--- src/rtl/mk_sized_fifo.sv ---
// Parametrised synchronous FIFO with guarded enqueue/dequeue and optional
// pipeline (enqueue-when-full) and bypass (dequeue-when-empty) modes.
module mk_sized_fifo #(
    parameter int unsigned width  = 1,
    parameter int unsigned depth  = 2,
    parameter bit          pipe   = 1'b0,
    parameter bit          bypass = 1'b0,
    localparam int unsigned CW    = $clog2(depth + 1)
) (
    input  logic             clk,
    input  logic             rst_n,
    input  logic             clear,
    input  logic             enq_en,
    input  logic [width-1:0] enq_data,
    input  logic             deq_en,
    output logic [width-1:0] first,
    output logic             not_full,
    output logic             not_empty,
    output logic [CW-1:0]    count
);

    localparam int unsigned PW = (depth > 1) ? $clog2(depth) : 1;
    localparam logic [2*width-1:0] PAT_REP = {width{2'b10}};
    localparam logic [width-1:0] INIT_PAT = PAT_REP[2*width-1 -: width];

    // Storage is deliberately not reset; the initialiser only gives simulation a known pattern.
    logic [width-1:0] mem [depth] = '{default: INIT_PAT};
    logic [PW-1:0]    head;
    logic [PW-1:0]    tail;

    logic full;
    logic empty;
    logic do_enq;
    logic do_deq;
    logic pass_through;
    logic wr;
    logic rd;

    function automatic logic [PW-1:0] ptr_inc(input logic [PW-1:0] p);
        return (p == PW'(depth - 1)) ? '0 : p + PW'(1);
    endfunction

    // Acceptance, data output and effective-transfer decode.
    always_comb begin
        full         = (count == CW'(depth));
        empty        = (count == '0);
        not_full     = !full || (pipe && deq_en && !empty);
        not_empty    = !empty || (bypass && enq_en);
        first        = (empty && bypass) ? enq_data : mem[head];
        do_enq       = enq_en && not_full;
        do_deq       = deq_en && not_empty;
        pass_through = empty && bypass && do_enq && do_deq;
        wr           = do_enq && !pass_through;
        rd           = do_deq && !pass_through;
    end

    always_ff @(posedge clk) begin
        if (!rst_n || clear) begin
            head  <= '0;
            tail  <= '0;
            count <= '0;
        end else begin
            if (wr) tail <= ptr_inc(tail);
            if (rd) head <= ptr_inc(head);
            if (wr && !rd) count <= count + CW'(1);
            else if (rd && !wr) count <= count - CW'(1);
        end
    end

    always_ff @(posedge clk) begin
        if (rst_n && !clear && wr) mem[tail] <= enq_data;
    end

endmodule

--- config.mk ---
export PLATFORM = sky130hd
export DESIGN_NAME = mk_sized_fifo
export DESIGN_NICKNAME = d
export VERILOG_FILES = /design/src/rtl/mk_sized_fifo.sv
export SDC_FILE = /design/constraint.sdc
export NUM_CORES = 1
export LEC_CHECK = 0
export CAP_MARGIN = 10
export CORE_AREA = 4 4 41 43
export DETAILED_ROUTE_END_ITERATION = 8
export DIE_AREA = 0 0 45 47
export PLACE_DENSITY_LB_ADDON = 0.15
export SYNTH_ARGS = -nofsm -noshare
export SYNTH_HDL_FRONTEND = slang
export SYNTH_SLANG_ARGS = --single-unit
export TNS_END_PERCENT = 30
--- constraint.sdc ---
create_clock -name clk -period 3.2 [get_ports clk]
set_input_delay 0.48 -clock clk [delete_from_list [all_inputs] [get_ports clk]]
set_output_delay 0.48 -clock clk [all_outputs]
set_load 0.02 [all_outputs]
After elaboration in Yosys (flattened, before gate mapping)
Memories as Yosys holds them, arrays and structs flattened. A register that Yosys moved wholly into a read port is not among the register bits.
Index checks and enable logic that the tools add are counted.
{ "totals": {"ramBits": 2, "n_memories": 1, "word_cells": 32, "reg_bits": 4} }
{ "mem_list": {"columns": ["memory", "words", "width", "rd", "rd_ports_with_merged_regs", "wr", "line", "rtl"], "rows": [
  ["mem", 2, 1, 1, 1, 1, "27", "logic [width-1:0] mem [depth] = '{default: INIT_PAT};"]
]} }
{ "classes": {"reduce_logical": 15, "n_mux": 8, "n_eq_ne": 1, "addsub": 4} }
{ "ops": {"columns": ["op", "count"], "rows": [
  ["$logic_and A1 B1 Y1", 6],
  ["$logic_not A1 Y1", 6],
  ["$mux W1", 6],
  ["$mux W2", 2],
  ["$add A1 B1 Y1 const B", 2],
  ["$add A2 B1 Y2 const B", 1],
  ["$eq A2 B2 Y1 const B", 1],
  ["$logic_not A2 Y1", 1],
  ["$reduce_bool A2 Y1", 1],
  ["$sub A2 B1 Y2 const B", 1],
  ["$logic_or A1 B1 Y1", 1]
]} }

Longest topological paths before layout
Gate-level depths: netlist (run 1).
{ "logic_depth": {"depth_word": 7, "mapped_depth": 6, "depth_no_buf": 6} }

Least setup slack after synthesis (run 1)
Ideal clock, no wire load.
{ "synth_timing": {"kind": "register to register", "startpoint": "register count[1]", "endpoint": "register count[1]", "t_arrival_ns": 1.556, "t_required_ns": 3.130, "path_stages_with_launch": 6, "synth_period_minus_slack_ns": 1.627, "slack_ns": 1.573, "path_cell_list": "dfxtp_1 -> nor2b_2 -> nor2_1 -> ha_1 -> or3_1 -> a21oi_1"} }
{ "synth_between": {"elab_chain_cells": 6} }
{ "synth_rtl": {"columns": ["element", "line", "rtl"], "rows": [
  ["from (decl)", "19", "output logic [CW-1:0] count"],
  ["from (signal assigned)", "65", "if (wr && !rd) count <= count + CW'(1);"],
  ["from (signal assigned)", "66", "else if (rd && !wr) count <= count - CW'(1);"],
  ["$eq A2 B2 Y1 (*)", "45", "full = (count == CW'(depth));"],
  ["$logic_not A1 Y1 (*)", "47", "not_full = !full || (pipe && deq_en && !empty);"],
  ["$logic_and A1 B1 Y1 (*)", "50", "do_enq = enq_en && not_full;"],
  ["via do_enq", "33", "logic do_enq;"],
  ["$logic_not A1 Y1", "66", null],
  ["$logic_and A1 B1 Y1", "66", null],
  ["$reduce_bool A2 Y1 (no line)", null, null]
]} }
Mark *: on every way through the listed nets, which the timed path passes. The rest lies on a longest branch. The select of a mux whose other input is x is not followed.
A chain may end at the register's enable or synchronous reset.

Worst setup path after layout (run 1)
{ "layout_timing": {"startpoint": "register count[1]", "endpoint": "output port not_full"} }
{ "layout_between": {"elab_chain_cells": 2} }
{ "layout_rtl": {"columns": ["element", "line", "rtl"], "rows": [
  ["$eq A2 B2 Y1", "45", null],
  ["$logic_not A1 Y1", "47", null],
  ["to (decl)", "17", "output logic not_full,"]
]} }
Every way passes these cells.

==> results of run 1 <==
final timing paths:
check	startpoint	to	slack (ns)	cells after the start
worst max-delay path	count[1]$_SDFFE_PP0P_	not_full	1.21	3
worst min register to register	tail$_SDFFE_PP0P_	tail$_SDFFE_PP0P_	0.51	2
worst min-delay path	tail$_SDFFE_PP0P_	tail$_SDFFE_PP0P_	0.51	2
worst max register to register	count[1]$_SDFFE_PP0P_	count[1]$_SDFFE_PP0P_	1.58	5
cells in the final DEF (no fill, tap or decap), drive strengths merged:
master         instances
clkbuf                 4
o21ai                  3
mux2                   1
inv                    3
or3                    2
clkdlybuf4s50         10
dfxtp                  5
nand2b                 1
edfxtp                 2
a21oi                  2
nor2b                  1
xor2                   3
nor2                   4
nor4                   2
or2                    1
ha                     1
metal layers:
layer  global-route usage (%)  vias to the layer above
met2                     9.89                       10
met1                     5.76                      108
met4                     5.26                        0
met3                     5.75                        4
met5                        0                        -
li1                         -                      133
power by group through the flow:
stage,Combinational (W),Clock (W),Sequential (W)
floorplan,0.0000242,0,0.000103
global placement,0.0000454,0,0.000101
detailed placement,0.0000463,0,0.000101
CTS,0.0000473,0.0000845,0.0000996
global route,0.0000511,0.0000892,0.000100
finish,0.0000467,0.0000793,0.0000997
final cells by class:
class	count	area, um^2
sequential	7	160
clock buffer	4	26.3
inverter	3	11.3
multi-input combinational	21	136
fill	150	848
tap	15	18.8
timing repair buffer	10	100
cells in the mapped netlist (all sizes together):
master / n
a21oi: 2
dfxtp: 5
edfxtp: 2
ha: 1
inv: 3
mux2: 1
nand2b: 1
nor2: 4
nor2b: 1
nor4: 2
o21ai: 3
or2: 1
or3: 2
xor2: 3
kinds of logic after synthesis:
| kind of cell | after synthesis | share of synthesized area, % |
|---|---|---|
| DFF | 7 | 52.0 |
| muxes | 1 | 3.66 |
| and+or+nand+nor | 11 | 19.9 |
| AOI/OAI and AO/OA | 5 | 8.13 |
| buffers and inverters | 3 | 3.66 |
| adders and majority gates | 1 | 4.06 |
| xor gates and xnor gates | 3 | 8.54 |
per-stage QoR:
step                area, um^2  util, %  cells
finish                     453     34.8     60
floorplan                  308        -     31
global route               453     34.8     60
CTS                        453     34.8     60
global placement           427     32.8     56
detailed placement         427     32.8     56
tightest hold or removal path, delay by kind of cell (launching register included):
family             cells  cell delay (ns)
DFF                    1             0.32
AOI/OAI and AO/OA      2             0.14
==> flow_summary.yaml, run 1 <==
route:
  routed.top_layer: "met4"
  drt-vias-per-instance: 4.25
  met2_length_um: 288
  wl_per_cell_um: 10.1
  drt_iter0_drc: 7
  ant_nets: 0
  drcViolationCount: 0
  vias: 255
  met1_length_um: 239
  wl_um: 607
  met3WireLength_um: 63
  detail_route.first_pass.iterations: 4
timing:
  period_needed_ns: 1.99
  tns_ns: 0
  tightest_slew_ns: 0.364
  min_period_over_period_pct: 62.2
  fmax_mhz: 503
  max-slew-margin-rel_pct: 75.5
  setup_violations: 0
  hold_violations: 0
  setup_ws_ns: 1.21
  drv_slew: 0
  timing.hold.ws_ns: 0.508
  rsz0062_at_grt: "false"
  skew_ns: 0.00139
clocking:
  cts.repair.resized: 0
  cts_buffer_depth: 2
  clk_latency_ns: 0.25
  cts_tree: "built"
  path_clk_slew_ns: 0.05
  cts_setup_buffers: 0
  numCtsBuffers: 3
  root_buffer: "clkbuf_4"
  h-tree-depth: 1
  hold_buffers: 0
  cts.sinks: 7
outcome:
  status: "complete, no violations"
setup_path:
  cp.arrival_ns: 1.51
  slowest_stage: "clkdlybuf4s50_1"
  path_class: "flop to output pin"
  critPathTopFamily: "buffers and inverters"
  cp_num_buf_inv: 2
  worst_ep_required_time_ns: 2.72
  crit_path_end_kind: "output pin"
  path_cells: "nor2b_2, inv_1, clkdlybuf4s50_1"
  crit_path_start_kind: "flop"
  crit_fanout: 6
  critPathMaxStageDelay_ns: 0.54
grt:
  grtUsageTotal_pct: 6.67
  grt-ovfl-total: 0
  antenna_found_initial: 0
  grt_pass1_wl_um: 862
  grt_max_degree: 8
  grt_pass1_vias: 225
floorplanning:
  core_um2: 1300
  start_util_pct: 23.7
  io-pin-count: 11
  rows: 13
  die_w_um: 45
  die_h_um: 47
  die_area_um2: 2120
flow_run:
  max_cap_violations: 0
logic_synthesis:
  synth.distinct_cells: 14
  synth_area_per_cell_um2: 9.93
  netlist_area_um2: 308
  synth_fp_nets: 38
  synth_seq_cells: 7
  synth_cells: 31
  synthTopCellsByArea: "dfxtp_1 33%, edfxtp_1 20%, xor2_1 8.5%"
  yosys.area.top_type: "dfxtp_1"
  ys_seq_area_share_pct: 52.0
  yosys_warnings: 0
  post-synth-top-area-fraction_pct: 32.5
finish:
  area_delta_synth_final_pct: 47.2
  diodes: 0
  layout-drive-gt1-share_pct: 13.3
  fin_nets: 53
pwr:
  powerDensity_nw_per_um2: 498
  p_comb_share_pct: 20.7
  sw_frac_of_total_pct: 25.7
  vdd_drop_max_mv: 0.195
  total_power_w: 0.000226
  seqPwrFrac_pct: 44.2
  p_int_w: 0.000168
  p_leak_nw: 0.174
  switchingPower_w: 0.0000579
  pwr-share-clk_pct: 35.1
placement:
  io_buffers: 10
  dp_slack_ns: 1.23
  place_hpwl_um: 439
  place_congestion: 0.763
worst_hold_path:
  hold_class: "flop to flop"
(Power assumes the default switching activity.)
==> run 2, diff against run 1 <==
==> constraint.sdc (replaced) <==
create_clock -name clk -period 2 [get_ports clk]
set_input_delay 0.3 -clock clk [delete_from_list [all_inputs] [get_ports clk]]
set_output_delay 0.3 -clock clk [all_outputs]
set_load 0.02 [all_outputs]
==> run 2 against run 1 <==
  * Final area stayed put
  * Power is 60% higher
  * Global-route usage is 0.94 points higher
  * Clock power is 60% higher
  * Critical endpoint unchanged
  * Flip-flop and latch count stayed put
  * Critical path type unchanged
  * Core utilization stayed put
  * Non-clock buffer count stayed put
==> flow_summary.yaml, run 2 (synthesized netlist as in run 1, its figures left out) <==
outcome:
  status: "complete, no violations"
setup_path:
  crit_cells: 3
  crit_end: "not_full"
  crit_fanout: 6
  crit_path_start_kind: "flop"
  cp.arrival_ns: 1.50
  worstSetupStartpoint: "count[1]$_SDFFE_PP0P_"
  critPathMaxStageDelay_ns: 0.54
  cp_num_buf_inv: 2
  rr_startpoint: "count[1]$_SDFFE_PP0P_"
  r2r-end: "count[1]$_SDFFE_PP0P_"
  path_cells: "nor2b_2, inv_1, clkdlybuf4s50_1"
  crit_path_end_kind: "output pin"
  reg2reg_depth: 5
  worst_ep_required_time_ns: 1.70
  path_class: "flop to output pin"
  slowest_stage: "clkdlybuf4s50_1"
  reg2reg_slack_ns: 0.37
  critPathTopFamily: "buffers and inverters"
clocking:
  cts.sinks: 7
  cts.repair.resized: 0
  numCtsBuffers: 3
  cts_tree: "built"
  hold_buffers: 0
  cts_setup_buffers: 0
  path_clk_slew_ns: 0.05
  h-tree-depth: 1
  root_buffer: "clkbuf_4"
  cts_buffer_depth: 2
  clk_latency_ns: 0.25
route:
  drt_iter0_drc: 0
  vias: 247
  drt-vias-per-instance: 4.12
  wl_per_cell_um: 10.3
  wl_um: 615
  ant_nets: 0
  drcViolationCount: 0
  detail_route.first_pass.iterations: 1
floorplanning:
  core_um2: 1300
  die_area_um2: 2120
  die_h_um: 47
  rows: 13
  io-pin-count: 11
  start_util_pct: 23.7
  die_w_um: 45
grt:
  grt-ovfl-total: 0
  grt_pass1_wl_mm: 1.01
  antenna_found_initial: 0
  grt_max_degree: 8
  grt_pass1_vias: 264
  grtUsageTotal_pct: 7.61
timing:
  fmax_mhz: 556
  rsz0062_at_grt: "false"
  min_period_over_period_pct: 89.9
  drv_slew: 0
  tns_ns: 0
  hold_violations: 0
  setup_violations: 0
  period_needed_ns: 1.80
  max-slew-margin-rel_pct: 73.4
  tightest_slew_ns: 0.395
  skew_ns: 0.00392
pwr:
  p_leak_nw: 0.174
  p_int_w: 0.000268
  vdd_drop_max_mv: 0.211
  p_comb_share_pct: 20.5
  switchingPower_w: 0.0000921
  sw_frac_of_total_pct: 25.5
  pwr-share-clk_pct: 35.2
  powerDensity_nw_per_um2: 796
  seqPwrFrac_pct: 44.2
finish:
  multi_input_area_um2: 136
  layout-drive-gt1-share_pct: 13.3
  fin_nets: 53
  diodes: 0
  final_common_cell: "clkdlybuf4s50_1"
  area_delta_synth_final_pct: 47.2
  most-common-layout-cells: "10 x clkdlybuf4s50_1, 5 x dfxtp_1, 4 x nor2_1"
  final_area_um2: 453
  n_fill_cell: 147
  regArea_um2: 160
placement:
  place_hpwl_um: 499
  place_congestion: 0.708
  io_buffers: 10
  placed_area_um2: 427
flow_run:
  max_cap_violations: 0
worst_hold_path:
  hold_class: "flop to flop"
==> run 2: per-layer routing <==
layer / up-vias / global-route usage [%] / part of all wire [%]
li1: 134 / - / -
met1: 108 / 6.88 / 38
met2: 5 / 11.9 / 57
met3: 0 / 3.45 / 5.0
met4: 0 / 8.77 / 0
met5: - / 0 / 0
==> run 2: how the worst min path moves through the flow <==
stage / startpoint / to / cells after the start / slack (ns)
finish: head$_SDFFE_PP0P_ / head$_SDFFE_PP0P_ / 2 / 0.51
global route: tail$_SDFFE_PP0P_ / tail$_SDFFE_PP0P_ / 2 / 0.53
CTS: head$_SDFFE_PP0P_ / head$_SDFFE_PP0P_ / 2 / 0.51
global placement: tail$_SDFFE_PP0P_ / tail$_SDFFE_PP0P_ / 2 / 0.48
detailed placement: head$_SDFFE_PP0P_ / head$_SDFFE_PP0P_ / 2 / 0.50
floorplan: enq_data / mem[0]$_DFFE_PP_ / 0 / 0.40
==> run 2: power groups by stage <==
stage / combinational [W] / sequential (W) / clock (W)
2_1_floorplan: 0.0000388 / 0.000165 / 0
6_report: 0.0000739 / 0.000159 / 0.000127
4_1_cts: 0.0000751 / 0.000159 / 0.000135
5_1_grt: 0.0000820 / 0.000161 / 0.000142
3_3_place_gp: 0.0000725 / 0.000162 / 0
3_5_place_dp: 0.0000747 / 0.000162 / 0
==> run 2: cell type report <==
| class | count | area share [%] |
|---|---|---|
| Clock buffer | 4 | 5.80 |
| Inverter | 3 | 2.49 |
| Multi-Input combinational cell | 21 | 30.1 |
| Sequential cell | 7 | 35.4 |
| Tap cell | 15 | 4.14 |
| Timing Repair Buffer | 10 | 22.1 |
==> run 2: through the flow <==
stage | worst slack [ns] | instances | power (W) | util [%] | hold WS [ns]
global placement | 0.252 | 56 | 0.000234 | 32.8 | 0.481
floorplan | 0.373 | 31 | 0.000204 | - | 0.399
finish | 0.203 | 60 | 0.000360 | 34.8 | 0.513
detailed placement | 0.189 | 56 | 0.000237 | 32.8 | 0.499
global route | 0.0970 | 60 | 0.000384 | 34.8 | 0.535
CTS | 0.189 | 60 | 0.000369 | 34.8 | 0.511
==> run 2: worst reg2reg max path, delay by kind of cell (launching register included) <==
family | cells | cell delay (ns)
adders and majority gates | 1 | 0.33
DFF | 1 | 0.38
AOI/OAI and AO/OA | 1 | 0.15
and+or+nand+nor | 3 | 0.71
